`src/rtl/branch_pkg.sv`:
```
// Shared constants and the 2-bit saturating counter update for the branch resolve unit.
package branch_pkg;

  localparam logic [6:0] OP_BRANCH = 7'b1100011;

  localparam logic [2:0] BEQ  = 3'b000;
  localparam logic [2:0] BNE  = 3'b001;
  localparam logic [2:0] BLT  = 3'b100;
  localparam logic [2:0] BGE  = 3'b101;
  localparam logic [2:0] BLTU = 3'b110;
  localparam logic [2:0] BGEU = 3'b111;

  localparam logic [1:0] SNT = 2'b00;
  localparam logic [1:0] WNT = 2'b01;
  localparam logic [1:0] WT  = 2'b10;
  localparam logic [1:0] ST  = 2'b11;

  function automatic logic [1:0] sat_update(input logic [1:0] cnt, input logic taken);
    if (taken) return (cnt == ST) ? ST : cnt + 2'b01;
    else       return (cnt == SNT) ? SNT : cnt - 2'b01;
  endfunction

endpackage

```
`src/rtl/branch_resolve_unit_if.sv`:
```
// Execute-side request, registered result and fetch lookup bundle of the branch resolve unit.
interface branch_resolve_unit_if #(parameter int XLEN = 32);

  logic [XLEN-1:0] fetch_pc;
  logic            fetch_pred_taken;

  logic            in_valid;
  logic            in_ready;
  logic [6:0]      opcode;
  logic [2:0]      funct3;
  logic [XLEN-1:0] rs1_val;
  logic [XLEN-1:0] rs2_val;
  logic [XLEN-1:0] pc;
  logic [XLEN-1:0] imm;
  logic            pred_taken;

  logic            res_valid;
  logic            res_ready;
  logic            res_taken;
  logic            res_mispredict;
  logic [XLEN-1:0] res_target;
  logic            res_illegal;

  modport master (
    output fetch_pc, in_valid, opcode, funct3, rs1_val, rs2_val, pc, imm, pred_taken, res_ready,
    input  fetch_pred_taken, in_ready, res_valid, res_taken, res_mispredict, res_target, res_illegal
  );

  modport slave (
    input  fetch_pc, in_valid, opcode, funct3, rs1_val, rs2_val, pc, imm, pred_taken, res_ready,
    output fetch_pred_taken, in_ready, res_valid, res_taken, res_mispredict, res_target, res_illegal
  );

endinterface

```
`src/rtl/branch_bht.sv`:
```
// Table of 2-bit saturating counters: one combinational fetch read port, one train write port.
module branch_bht
  import branch_pkg::*;
#(
  parameter  int         BHT_ENTRIES = 64,
  parameter  logic [1:0] CNT_INIT    = WNT,
  localparam int         IDX_W       = $clog2(BHT_ENTRIES)
) (
  input  logic             clk,
  input  logic             rst_n,
  input  logic [IDX_W-1:0] rd_idx,
  output logic             rd_pred_taken,
  input  logic             we,
  input  logic [IDX_W-1:0] wr_idx,
  input  logic             wr_taken
);

  logic [1:0] cnt [BHT_ENTRIES];

  // The read port sees the stored value, so a same-index train is visible only next cycle.
  assign rd_pred_taken = cnt[rd_idx][1];

  always_ff @(posedge clk or negedge rst_n) begin
    if (!rst_n) begin
      for (int i = 0; i < BHT_ENTRIES; i++) cnt[i] <= CNT_INIT;
    end else if (we) begin
      cnt[wr_idx] <= sat_update(cnt[wr_idx], wr_taken);
    end
  end

endmodule

```
`src/rtl/branch_resolve_unit.sv`:
```
// Resolves branches (compare, target, mispredict), trains the BHT and serves fetch predictions.
// Optional event counters stat_branches/stat_mispredicts are built when BRANCH_STATS_EN is defined.
module branch_resolve_unit
  import branch_pkg::*;
#(
  parameter int         XLEN        = 32,
  parameter int         BHT_ENTRIES = 64,
  parameter logic [1:0] CNT_INIT    = 2'b01
) (
  input  logic                 clk,
  input  logic                 rst_n,
  branch_resolve_unit_if.slave bus
`ifdef BRANCH_STATS_EN
  ,
  output logic [31:0]          stat_branches,
  output logic [31:0]          stat_mispredicts
`endif
);

  localparam int IDX_W = $clog2(BHT_ENTRIES);

  // Handshake: a request moves when in_valid && in_ready; a result moves when res_valid && res_ready.
  // in_ready = !res_valid || res_ready, so a result can drain and a new one load on the same edge,
  // and a stalled result keeps every res_* field frozen.
  logic            res_valid_q, res_taken_q, res_mispredict_q, res_illegal_q;
  logic [XLEN-1:0] res_target_q;

  logic            accept, is_branch, legal, cond, taken, illegal, mispredict, bht_we;
  logic [XLEN-1:0] target;

  assign bus.in_ready       = !res_valid_q || bus.res_ready;
  assign accept             = bus.in_valid && bus.in_ready;
  assign bus.res_valid      = res_valid_q;
  assign bus.res_taken      = res_taken_q;
  assign bus.res_mispredict = res_mispredict_q;
  assign bus.res_illegal    = res_illegal_q;
  assign bus.res_target     = res_target_q;

  always_comb begin
    is_branch = (bus.opcode == OP_BRANCH);
    legal     = 1'b1;
    cond      = 1'b0;
    case (bus.funct3)
      BEQ:     cond = (bus.rs1_val == bus.rs2_val);
      BNE:     cond = (bus.rs1_val != bus.rs2_val);
      BLT:     cond = ($signed(bus.rs1_val) <  $signed(bus.rs2_val));
      BGE:     cond = ($signed(bus.rs1_val) >= $signed(bus.rs2_val));
      BLTU:    cond = (bus.rs1_val <  bus.rs2_val);
      BGEU:    cond = (bus.rs1_val >= bus.rs2_val);
      default: legal = 1'b0;
    endcase
    taken   = is_branch && legal && cond;
    illegal = is_branch && !legal;
    // Non-branches have taken=0, so this also redirects a false taken-prediction.
    mispredict = !illegal && (taken != bus.pred_taken);
    target     = taken ? (bus.pc + bus.imm) : (bus.pc + XLEN'(4));
    bht_we     = accept && is_branch && legal;
  end

  always_ff @(posedge clk or negedge rst_n) begin
    if (!rst_n) begin
      res_valid_q      <= 1'b0;
      res_taken_q      <= 1'b0;
      res_mispredict_q <= 1'b0;
      res_illegal_q    <= 1'b0;
      res_target_q     <= '0;
    end else if (accept) begin
      res_valid_q      <= 1'b1;
      res_taken_q      <= taken;
      res_mispredict_q <= mispredict;
      res_illegal_q    <= illegal;
      res_target_q     <= target;
    end else if (bus.res_ready) begin
      res_valid_q      <= 1'b0;
    end
  end

  branch_bht #(
    .BHT_ENTRIES (BHT_ENTRIES),
    .CNT_INIT    (CNT_INIT)
  ) u_bht (
    .clk           (clk),
    .rst_n         (rst_n),
    .rd_idx        (bus.fetch_pc[IDX_W+1:2]),
    .rd_pred_taken (bus.fetch_pred_taken),
    .we            (bht_we),
    .wr_idx        (bus.pc[IDX_W+1:2]),
    .wr_taken      (taken)
  );

  logic unused_fetch_bits;
  assign unused_fetch_bits = ^{bus.fetch_pc[XLEN-1:IDX_W+2], bus.fetch_pc[1:0]};

`ifdef BRANCH_STATS_EN
  always_ff @(posedge clk or negedge rst_n) begin
    if (!rst_n) begin
      stat_branches    <= '0;
      stat_mispredicts <= '0;
    end else if (accept) begin
      if (is_branch && legal) stat_branches    <= stat_branches + 32'd1;
      if (mispredict)         stat_mispredicts <= stat_mispredicts + 32'd1;
    end
  end
`endif

endmodule

```
`src/flat_wrapper.sv`:
```
// flat-port wrapper written by rule: the top's interface ports become plain ports
module branch_resolve_unit_flat import branch_pkg::*;
#(
  parameter int         XLEN        = 32,
  parameter int         BHT_ENTRIES = 64,
  parameter logic [1:0] CNT_INIT    = 2'b01
)
  (clk, rst_n, bus_fetch_pc, bus_in_valid, bus_opcode, bus_funct3, bus_rs1_val, bus_rs2_val, bus_pc, bus_imm, bus_pred_taken, bus_res_ready, bus_fetch_pred_taken, bus_in_ready, bus_res_valid, bus_res_taken, bus_res_mispredict, bus_res_target, bus_res_illegal);
  branch_resolve_unit_if #(.XLEN(XLEN)) bus_i ();
  input  logic clk;
  input  logic rst_n;
  input wire logic [$bits(bus_i.fetch_pc)-1:0] bus_fetch_pc;
  input wire logic [$bits(bus_i.in_valid)-1:0] bus_in_valid;
  input wire logic [$bits(bus_i.opcode)-1:0] bus_opcode;
  input wire logic [$bits(bus_i.funct3)-1:0] bus_funct3;
  input wire logic [$bits(bus_i.rs1_val)-1:0] bus_rs1_val;
  input wire logic [$bits(bus_i.rs2_val)-1:0] bus_rs2_val;
  input wire logic [$bits(bus_i.pc)-1:0] bus_pc;
  input wire logic [$bits(bus_i.imm)-1:0] bus_imm;
  input wire logic [$bits(bus_i.pred_taken)-1:0] bus_pred_taken;
  input wire logic [$bits(bus_i.res_ready)-1:0] bus_res_ready;
  output wire logic [$bits(bus_i.fetch_pred_taken)-1:0] bus_fetch_pred_taken;
  output wire logic [$bits(bus_i.in_ready)-1:0] bus_in_ready;
  output wire logic [$bits(bus_i.res_valid)-1:0] bus_res_valid;
  output wire logic [$bits(bus_i.res_taken)-1:0] bus_res_taken;
  output wire logic [$bits(bus_i.res_mispredict)-1:0] bus_res_mispredict;
  output wire logic [$bits(bus_i.res_target)-1:0] bus_res_target;
  output wire logic [$bits(bus_i.res_illegal)-1:0] bus_res_illegal;
  assign bus_i.fetch_pc = bus_fetch_pc;
  assign bus_i.in_valid = bus_in_valid;
  assign bus_i.opcode = bus_opcode;
  assign bus_i.funct3 = bus_funct3;
  assign bus_i.rs1_val = bus_rs1_val;
  assign bus_i.rs2_val = bus_rs2_val;
  assign bus_i.pc = bus_pc;
  assign bus_i.imm = bus_imm;
  assign bus_i.pred_taken = bus_pred_taken;
  assign bus_i.res_ready = bus_res_ready;
  assign bus_fetch_pred_taken = bus_i.fetch_pred_taken;
  assign bus_in_ready = bus_i.in_ready;
  assign bus_res_valid = bus_i.res_valid;
  assign bus_res_taken = bus_i.res_taken;
  assign bus_res_mispredict = bus_i.res_mispredict;
  assign bus_res_target = bus_i.res_target;
  assign bus_res_illegal = bus_i.res_illegal;
  branch_resolve_unit #(.XLEN(XLEN), .BHT_ENTRIES(BHT_ENTRIES), .CNT_INIT(CNT_INIT)) u_core (.clk(clk), .rst_n(rst_n), .bus(bus_i));
endmodule
```
`config.mk`:
```
export PLATFORM = sky130hd
export DESIGN_NAME = branch_resolve_unit_flat
export DESIGN_NICKNAME = d
export VERILOG_FILES = /design/src/rtl/branch_pkg.sv /design/src/rtl/branch_resolve_unit_if.sv /design/src/rtl/branch_bht.sv /design/src/rtl/branch_resolve_unit.sv /design/src/flat_wrapper.sv
export SDC_FILE = /design/constraint.sdc
export NUM_CORES = 1
export LEC_CHECK = 0
export ABC_CLOCK_PERIOD_IN_PS = 3760
export BUFFER_PORTS_ARGS = -buffer_cell sky130_fd_sc_hd__clkbuf_2
export CORE_UTILIZATION = 29
export DETAILED_ROUTE_END_ITERATION = 6
export PLACE_DENSITY = 0.61
export SYNTH_ARGS = -nofsm -noshare
export SYNTH_HDL_FRONTEND = slang
export SYNTH_HIERARCHICAL = 1
export SYNTH_SLANG_ARGS = --single-unit
```
`constraint.sdc`:
```
create_clock -name clk -period 3.76 [get_ports clk]
set_input_delay 0.752 -clock clk [delete_from_list [all_inputs] [get_ports clk]]
set_output_delay 0.752 -clock clk [all_outputs]
set_load 0.05 [all_outputs]
```
==> results of run 1 <==
[per-stage QoR]
| step | total power [mW] | worst slack, ps |
|---|---|---|
| 2_1_floorplan | 2.56 | 22.9 |
| 3_3_place_gp | 2.95 | 90.2 |
| 3_5_place_dp | 2.96 | 27.0 |
| 4_1_cts | 4.72 | 205 |
| 5_1_grt | 4.89 | 153 |
| 6_report | 4.68 | 207 |
[where the power goes]
part	switching [mW]	internal, mW
logic	0.709	0.375
clock network	0.850	0.897
registers	0.0300	1.82
[routing by layer]
| layer | vias to the layer above | share of wire, % |
|---|---|---|
| met5 | - | 0.078 |
| met4 | 4 | 1.6 |
| met3 | 52 | 6.8 |
| met2 | 401 | 49 |
| met1 | 5539 | 43 |
| li1 | 5502 | - |
[area by class of cell]
type,instances,area (um2),area share [%]
multi-input combinational,1109,7270,49.9
clock inverter,14,144,0.988
clock buffer,18,439,3.02
antenna,3,7.51,0.0515
tap,532,666,4.57
timing repair buffer,259,1650,11.3
inverter,54,208,1.43
sequential,164,4180,28.7
[path summary, 6_finish.rpt]
kind	from	to	slack, ps	depth (start not counted)
max	bus_fetch_pc[2]	bus_fetch_pred_taken	210	6
min	rst_n	u_core/bus.res_target[17]	380	1
max reg2reg	u_core/u_bht/cnt[53]	u_core/u_bht/cnt[27]	820	8
min reg2reg	u_core/u_bht/cnt[32]	u_core/u_bht/cnt[32]	470	2
max in group asynchronous	rst_n	u_core/u_bht/cnt[6]	2540	2
min in group clk	u_core/u_bht/cnt[32]	u_core/u_bht/cnt[32]	470	2
[worst max-delay path, stage by stage]
cell	delay, ps
clkbuf_2	140
buf_12	140
mux4_2	510
mux4_2	540
mux4_2	460
clkbuf_2	250
[synthesized netlist by cell type, drive strengths merged (28+ instances only)]
library cell / n
buf: 49
inv: 54
nor2: 173
dfrtp: 100
nand2: 222
o21ai: 70
a21oi: 63
clkbuf: 28
ha: 64
dfstp: 64
nand3: 33
mux2i: 28
xnor2: 32
mux4: 28
o31ai: 68
a31oi: 76
[kinds of logic after synthesis]
family | share of synthesized area [%]
buffers and inverters | 5.26
muxes | 8.61
adders and majority gates | 6.81
DFF | 34.7
AOI/OAI and AO/OA | 20.3
xor gates and xnor gates | 3.49
and+or+nand+nor | 20.8
[flip-flops by register name, summed over array words and instances, names as in the netlist]
| register | flops |
|---|---|
| u_core/u_bht/cnt | 128 |
| u_core/bus.res_target | 32 |
| u_core/bus.res_illegal | 1 |
| u_core/bus.res_mispredict | 1 |
| u_core/bus.res_taken | 1 |
| u_core/bus.res_valid | 1 |
==> impl_metrics.py, run 1 <==
metrics = {
    "floorplan": {
        "die_w_um": 206,
        "rows": 74,
        "initial_core_util_pct": 29.5,
        "die-area_um2": 42400,
        "ios": 213,
        "core_um2": 40900,
        "die_h_um": 206,
    },
    "global_routing": {
        "top_usage_layer": "met2",
        "met3_usage_pct": 3.72,
        "grt_use_total_pct": 18.4,
        "gr-usage-met1_pct": 23.1,
        "grt_pass1_vias": 11200,
        "grt_max_degree": 73,
        "grt_overflow": 0,
        "grt_pass1_wl_um": 61100,
        "antenna_found_initial": 5,
        "use_met2_pct": 31.6,
    },
    "logic_synthesis": {
        "syn_nets": 1644,
        "synth.distinct_cells": 75,
        "synthCells": 1404,
        "avgSynthCellArea_um2": 8.59,
        "synth.area.top_cells": "dfrtp_1 (21%), dfstp_2 (14%), nand2_1 (6.9%)",
        "ys_seq_area_share_pct": 34.7,
        "synth-warning-count": 6,
        "synth_flop_cell": "dfrtp_1",
        "ys_ff_latch": 164,
        "yosysTopAreaCellShare_pct": 20.8,
        "netlist.top_cell.by_area": "dfrtp_1",
        "synth_edf_count": 0,
        "synth_area_um2": 12100,
        "async_flop_share_pct": 100,
    },
    "place": {
        "port-buffer-count": 186,
        "hpwl_um": 29600,
        "gp_congestion": 0.933,
        "placed_cell_area_um2": 14000,
        "post-place-cells": 2118,
    },
    "cells_and_area": {
        "final_net_count": 1845,
        "instances_no_fill": 2153,
        "fillers": 4231,
        "fin_area_um2": 14600,
        "area_growth_pct": 20.8,
        "final_cell_mix": "nand2_1 (221), clkbuf_2 (185), nor2_1 (173), dfrtp_1 (100), a31oi_1 (75)",
        "final_util_pct": 35.6,
        "final_common_cell": "nand2_1",
        "drive_above_1_share_pct": 25.6,
    },
    "sta": {
        "fin_skew_ps": 11.4,
        "worst_pin_slew_ps": 719,
        "finalSetupTns_ps": 0,
        "relSlewSlack_pct": 52.0,
        "hold_ws_ps": 380,
        "period_needed_ps": 3550,
        "slew_violations": 0,
        "hold_viol_final": 0,
        "finalSetupViolCount": 0,
        "min_period_over_period_pct": 94.5,
        "grt_setup_unrepaired": "false",
        "fmax_mhz": 281,
    },
    "worst_setup_path": {
        "crit_type": "in -> out",
        "crit_path_start_kind": "input pin",
        "required_ps": 3010,
        "cp_max_fo": 6,
        "endpoint_kind": "output port",
        "arrival_ps": 2800,
    },
    "cts": {
        "cts_tree": "built",
        "clock-sinks": 164,
        "post_cts_resized": 0,
        "clkSlewWorstSetupHoldPaths_ps": 70,
        "cts_made_buffers": 17,
        "hold_buffers": 0,
        "clk_path_buf_depth": 2,
        "postCtsSetupRepairBufs": 0,
        "clk_latency_ps": 450,
        "h-tree-depth": 4,
        "root_buffer": "clkbuf_16",
    },
    "route": {
        "ant_nets": 0,
        "vias": 11500,
        "via_per_inst": 5.34,
        "finalWirelength_um": 39700,
        "dr.first_iter.drc_count": 1028,
        "drc": 0,
        "wl_per_cell_um": 18.5,
        "first_pass_iters": 5,
    },
    "run": {
        "max_cap_viol_count": 0,
    },
    "run_status": {
        "status": "finished clean",
    },
    "power": {
        "ir_drop_mv": 0.332,
        "p_leak_nw": 6.14,
        "powerDensity_nw_per_um2": 321,
    },
    "min_path": {
        "hold_class": "in -> async",
    },
}
No activity file was read; power rests on OpenSTA's default activity.
==> run 2, diff against run 1 <==
- CTS_BUF_LIST: not set -> sky130_fd_sc_hd__clkbuf_4 sky130_fd_sc_hd__clkbuf_8
==> run 2 against run 1 <==
Final cell count is the same. Clock power shrank 26%. Clock-buffer cell count is the same. Sequential cell count is the same. Hold slack lost 44 ps. Largest power group unchanged. Utilization shrank 0.47 points. Combinational power is essentially flat.
==> impl_metrics.py, run 2 (synthesized netlist as in run 1, its figures left out) <==
metrics = {
    "cts": {
        "hold_buffers": 0,
        "clkSlewWorstSetupHoldPaths_ps": 100,
        "clk_path_buf_depth": 2,
        "h-tree-depth": 4,
        "post_cts_resized": 0,
        "cts_tree": "built",
        "postCtsSetupRepairBufs": 0,
        "cts_made_buffers": 17,
        "clk_latency_ps": 490,
        "root_buffer": "clkbuf_8",
        "clock-sinks": 164,
    },
    "min_path": {
        "hold_class": "in -> async",
    },
    "route": {
        "vias": 11500,
        "dr.first_iter.drc_count": 1030,
        "drc": 0,
        "ant_nets": 0,
        "via_per_inst": 5.34,
        "first_pass_iters": 5,
        "wl_per_cell_um": 18.3,
        "finalWirelength_um": 39500,
    },
    "power": {
        "powerDensity_nw_per_um2": 294,
        "clkPwrFrac_pct": 30.7,
        "swShare_pct": 36.1,
        "switchingPower_mw": 1.53,
        "p_seq_share_pct": 43.7,
        "report.power.total_mw": 4.23,
        "ir_drop_mv": 0.207,
        "p_int_mw": 2.70,
        "p_leak_nw": 6.06,
        "p_comb_share_pct": 25.6,
    },
    "worst_setup_path": {
        "required_ps": 3010,
        "crit_path_start_kind": "input pin",
        "arrival_ps": 2800,
        "r2r_start": "u_core/u_bht/cnt[59]",
        "cp_max_fo": 6,
        "endpoint_kind": "output port",
        "r2r_setup_slack_ps": 820,
        "crit_type": "in -> out",
        "crit_start": "bus_fetch_pc[2]",
    },
    "sta": {
        "finalSetupTns_ps": 0,
        "hold_viol_final": 0,
        "fmax_mhz": 282,
        "period_needed_ps": 3550,
        "worst_pin_slew_ps": 723,
        "slew_violations": 0,
        "min_period_over_period_pct": 94.4,
        "finalSetupViolCount": 0,
        "fin_skew_ps": 17.6,
        "relSlewSlack_pct": 51.8,
        "grt_setup_unrepaired": "false",
    },
    "run": {
        "max_cap_viol_count": 0,
    },
    "floorplan": {
        "die_h_um": 206,
        "ios": 213,
        "initial_core_util_pct": 29.5,
        "die_w_um": 206,
        "rows": 74,
        "die-area_um2": 42400,
        "core_um2": 40900,
    },
    "cells_and_area": {
        "final_cell_mix": "nand2_1 (221), clkbuf_2 (185), nor2_1 (173), dfrtp_1 (100), a31oi_1 (75)",
        "instances_no_fill": 2153,
        "final_common_cell": "nand2_1",
        "final_net_count": 1845,
        "area_growth_pct": 19.2,
        "largest_reg_flops": 128,
        "regMostFlops": "u_core/u_bht/cnt",
        "final_util_pct": 35.1,
        "drive_above_1_share_pct": 25.6,
    },
    "global_routing": {
        "grt_pass1_wl_um": 61000,
        "antenna_found_initial": 4,
        "grt_use_total_pct": 18.4,
        "grt_pass1_vias": 11200,
        "grt_max_degree": 73,
        "grt_overflow": 0,
    },
    "place": {
        "port-buffer-count": 186,
        "post-place-cells": 2118,
        "gp_congestion": 0.933,
        "hpwl_um": 29600,
    },
    "run_status": {
        "status": "finished clean",
    },
}
[run 2: cell counts in the layout (fill, tap and decap cells not counted)]
Identical to the previous run, type by type.
[run 2: power groups by stage]
stage / clock network, mW / registers [mW] / logic (mW)
finish: 1.30 / 1.85 / 1.08
global route: 1.40 / 1.86 / 1.18
CTS: 1.34 / 1.85 / 1.09
detailed placement: 0 / 1.88 / 1.08
global placement: 0 / 1.88 / 1.07
floorplan: 0 / 2.05 / 0.506
[run 2: metrics by stage]
stage	worst slack (ps)	hold WS (ps)	cell area, um2
floorplan	22.9	447	12100
global placement	90.2	455	14000
detailed placement	27.0	458	14000
CTS	205	318	14400
global route	153	347	14400
finish	211	336	14400
[run 2: critical path, stage by stage]
cell and delay (ps):
clkbuf_2 140, buf_12 140, mux4_2 510, mux4_2 530
mux4_2 460, clkbuf_2 250
[run 2: final cells by class]
type,count,area [um2]
timing repair buffer,259,1650
clock buffer,18,248
inverter,54,208
fill,4255,26600
multi-input combinational,1109,7270
antenna,3,7.51
sequential,164,4180
tap,532,666
clock inverter,14,144
[run 2: final timing paths]
kind / end / cells past startpoint
worst max-delay path: bus_fetch_pred_taken / 6
worst min-delay path: u_core/bus.res_target[10] / 1
worst max register to register: u_core/u_bht/cnt[27] / 8
worst min register to register: u_core/u_bht/cnt[32] / 2
max in group asynchronous: u_core/u_bht/cnt[6] / 2
min in group clk: u_core/u_bht/cnt[32] / 2
[run 2: layer usage]
layer	wire length, um	GRT usage (%)	up-vias
li1	-	-	5515
met1	16700	23.3	5504
met2	19200	31.4	422
met3	2790	3.28	53
met4	728	5.75	2
met5	17	0	-
==> run 3, diff against run 2 <==
- ABC_CLOCK_PERIOD_IN_PS: 3760 -> 4300
- PLACE_DENSITY: 0.61 -> 0.59
- REMOVE_ABC_BUFFERS: not set -> 1
- clock period: 3.76 -> 4.3 ns (I/O delays scaled with it)
==> run 3 against run 2 <==
Clock skew about the same. Sequential cell count unchanged. Clock-buffer cell count unchanged. Power decreased by 11%. The flow now finishes with violations (DRC). Sequential share of layout area increased by 0.51 points. Via count decreased by 1.5%. Critical path type unchanged. Critical path depth unchanged.
==> impl_metrics.py, run 3 (synthesized netlist as in run 1, its figures left out) <==
metrics = {
    "sta": {
        "worst_pin_slew_ps": 976,
        "fmax_mhz": 263,
        "worst_slack_ps": 497,
        "fin_skew_ps": 17.8,
        "min_period_over_period_pct": 88.4,
        "finalSetupViolCount": 0,
        "relSlewSlack_pct": 34.7,
        "period_needed_ps": 3800,
        "hold_viol_final": 0,
        "slew_violations": 0,
        "hold_ws_ps": 355,
        "grt_setup_unrepaired": "false",
    },
    "cts": {
        "root_buffer": "clkbuf_8",
        "cts_made_buffers": 17,
        "hold_buffers": 0,
        "clock-sinks": 164,
        "postCtsSetupRepairBufs": 0,
        "clk_latency_ps": 510,
        "h-tree-depth": 4,
        "cts_tree": "built",
        "clk_path_buf_depth": 2,
        "post_cts_resized": 0,
        "clkSlewWorstSetupHoldPaths_ps": 90,
    },
    "route": {
        "via_per_inst": 5.32,
        "wl_met2_um": 18100,
        "drc": 3,
        "ant_nets": 0,
        "wl_met3_um": 2520,
        "m1WireLength_um": 17500,
        "vias": 11300,
        "wl_per_cell_um": 18.2,
        "first_pass_iters": 7,
        "routed.top_layer": "met5",
        "dr.first_iter.drc_count": 974,
        "finalWirelength_um": 38700,
    },
    "worst_setup_path": {
        "crit_path_start_kind": "input pin",
        "arrival_ps": 2940,
        "crit_type": "in -> out",
        "required_ps": 3440,
        "endpoint_kind": "output port",
        "cp_max_fo": 16,
    },
    "cells_and_area": {
        "largest_reg_flops": 128,
        "regMostFlops": "u_core/u_bht/cnt",
        "register_area_um2": 4180,
        "fillers": 4264,
        "area_growth_pct": 17.2,
        "num_antenna_cells": 0,
        "multi_input_area_um2": 7270,
        "final_cell_mix": "nand2_1 (221), clkbuf_2 (185), nor2_1 (173), dfrtp_1 (100), a31oi_1 (75)",
        "final_common_cell": "nand2_1",
        "drive_above_1_share_pct": 24.5,
        "final_net_count": 1821,
    },
    "global_routing": {
        "grt_pass1_vias": 11100,
        "grt_max_degree": 70,
        "grt_use_total_pct": 18.3,
        "antenna_found_initial": 1,
        "grt_overflow": 0,
        "grt_pass1_wl_um": 60700,
    },
    "place": {
        "port-buffer-count": 186,
        "place_ws_ps": 305,
        "hpwl_um": 27500,
        "gp_congestion": 0.910,
    },
    "power": {
        "powerDensity_nw_per_um2": 266,
        "ir_drop_mv": 0.175,
        "p_leak_nw": 5.91,
    },
    "floorplan": {
        "die-area_um2": 42400,
        "initial_core_util_pct": 29.5,
        "ios": 213,
        "die_h_um": 206,
        "core_um2": 40900,
        "die_w_um": 206,
        "rows": 74,
    },
    "run": {
        "max_cap_viol_count": 0,
    },
    "run_status": {
        "violations": "DRC",
        "status": "finished, violations left",
    },
    "min_path": {
        "hold_class": "in -> async",
    },
}
==> run 3: cell count changes in the layout (fill, tap and decap cells not counted) <==
cell        before  now
buf_4           60   42
buf_12          13    7
clkinv_4         4    1
clkinv_8         3    0
diode_2          3    0
bufinv_16        0    2
clkinvlp_4       1    3
inv_4            2    0
inv_6            3    5
clkbuf_4         0    1
clkbuf_8        18   17
clkinv_2         0    1
inv_8            2    3
==> run 3: stage by stage <==
step / power [mW] / util, % / instances / cell area, um2 / TNS, ps
floorplan: 2.19 / - / 1327 / 11600 / -62340
global placement: 2.55 / 33.5 / 2094 / 13700 / 0
detailed placement: 2.56 / 33.5 / 2094 / 13700 / 0
CTS: 3.79 / 34.5 / 2126 / 14100 / 0
global route: 3.95 / 34.5 / 2126 / 14100 / 0
finish: 3.75 / 34.5 / 2126 / 14100 / 0
==> run 3: worst paths after layout <==
| kind | from | end | slack, ps | cells past startpoint |
|---|---|---|---|---|
| min in group clk | u_core/u_bht/cnt[62] | u_core/u_bht/cnt[62] | 470 | 2 |
| max in group asynchronous | rst_n | u_core/u_bht/cnt[74] | 2980 | 2 |
| worst min register to register | u_core/u_bht/cnt[62] | u_core/u_bht/cnt[62] | 470 | 2 |
| worst max register to register | u_core/u_bht/cnt[79] | u_core/u_bht/cnt[7] | 1350 | 8 |
| worst min-delay path | rst_n | u_core/bus.res_target[30] | 350 | 1 |
| worst max-delay path | bus_fetch_pc[2] | bus_fetch_pred_taken | 500 | 6 |
==> run 3: final cells by class <==
class | instances | area share (%)
Clock buffer | 18 | 1.71
Timing Repair Buffer | 235 | 9.86
Multi-Input combinational cell | 1109 | 51.5
Tap cell | 532 | 4.71
Clock inverter | 14 | 1.17
Sequential cell | 164 | 29.6
Inverter | 54 | 1.47
==> run 3: critical path: stages <==
cell and delay (ps):
clkbuf_2 100, buf_12 180, mux4_2 570, mux4_2 480
mux4_2 480, clkbuf_2 250
==> run 3: power breakdown <==
| part | internal [mW] | total, mW | leakage (nW) | switching (mW) |
|---|---|---|---|---|
| clock network | 0.540 | 1.21 | 0.200 | 0.674 |
| registers | 1.59 | 1.62 | 2.00 | 0.0267 |
| logic | 0.312 | 0.922 | 3.72 | 0.611 |
| total | 2.44 | 3.75 | 5.91 | 1.31 |
==> run 3: routing by layer <==
layer,global-route usage (%),vias up
li1,-,5455
met1,24.5,5428
met2,30.4,387
met3,3.01,47
met4,5.12,2
met5,0,-
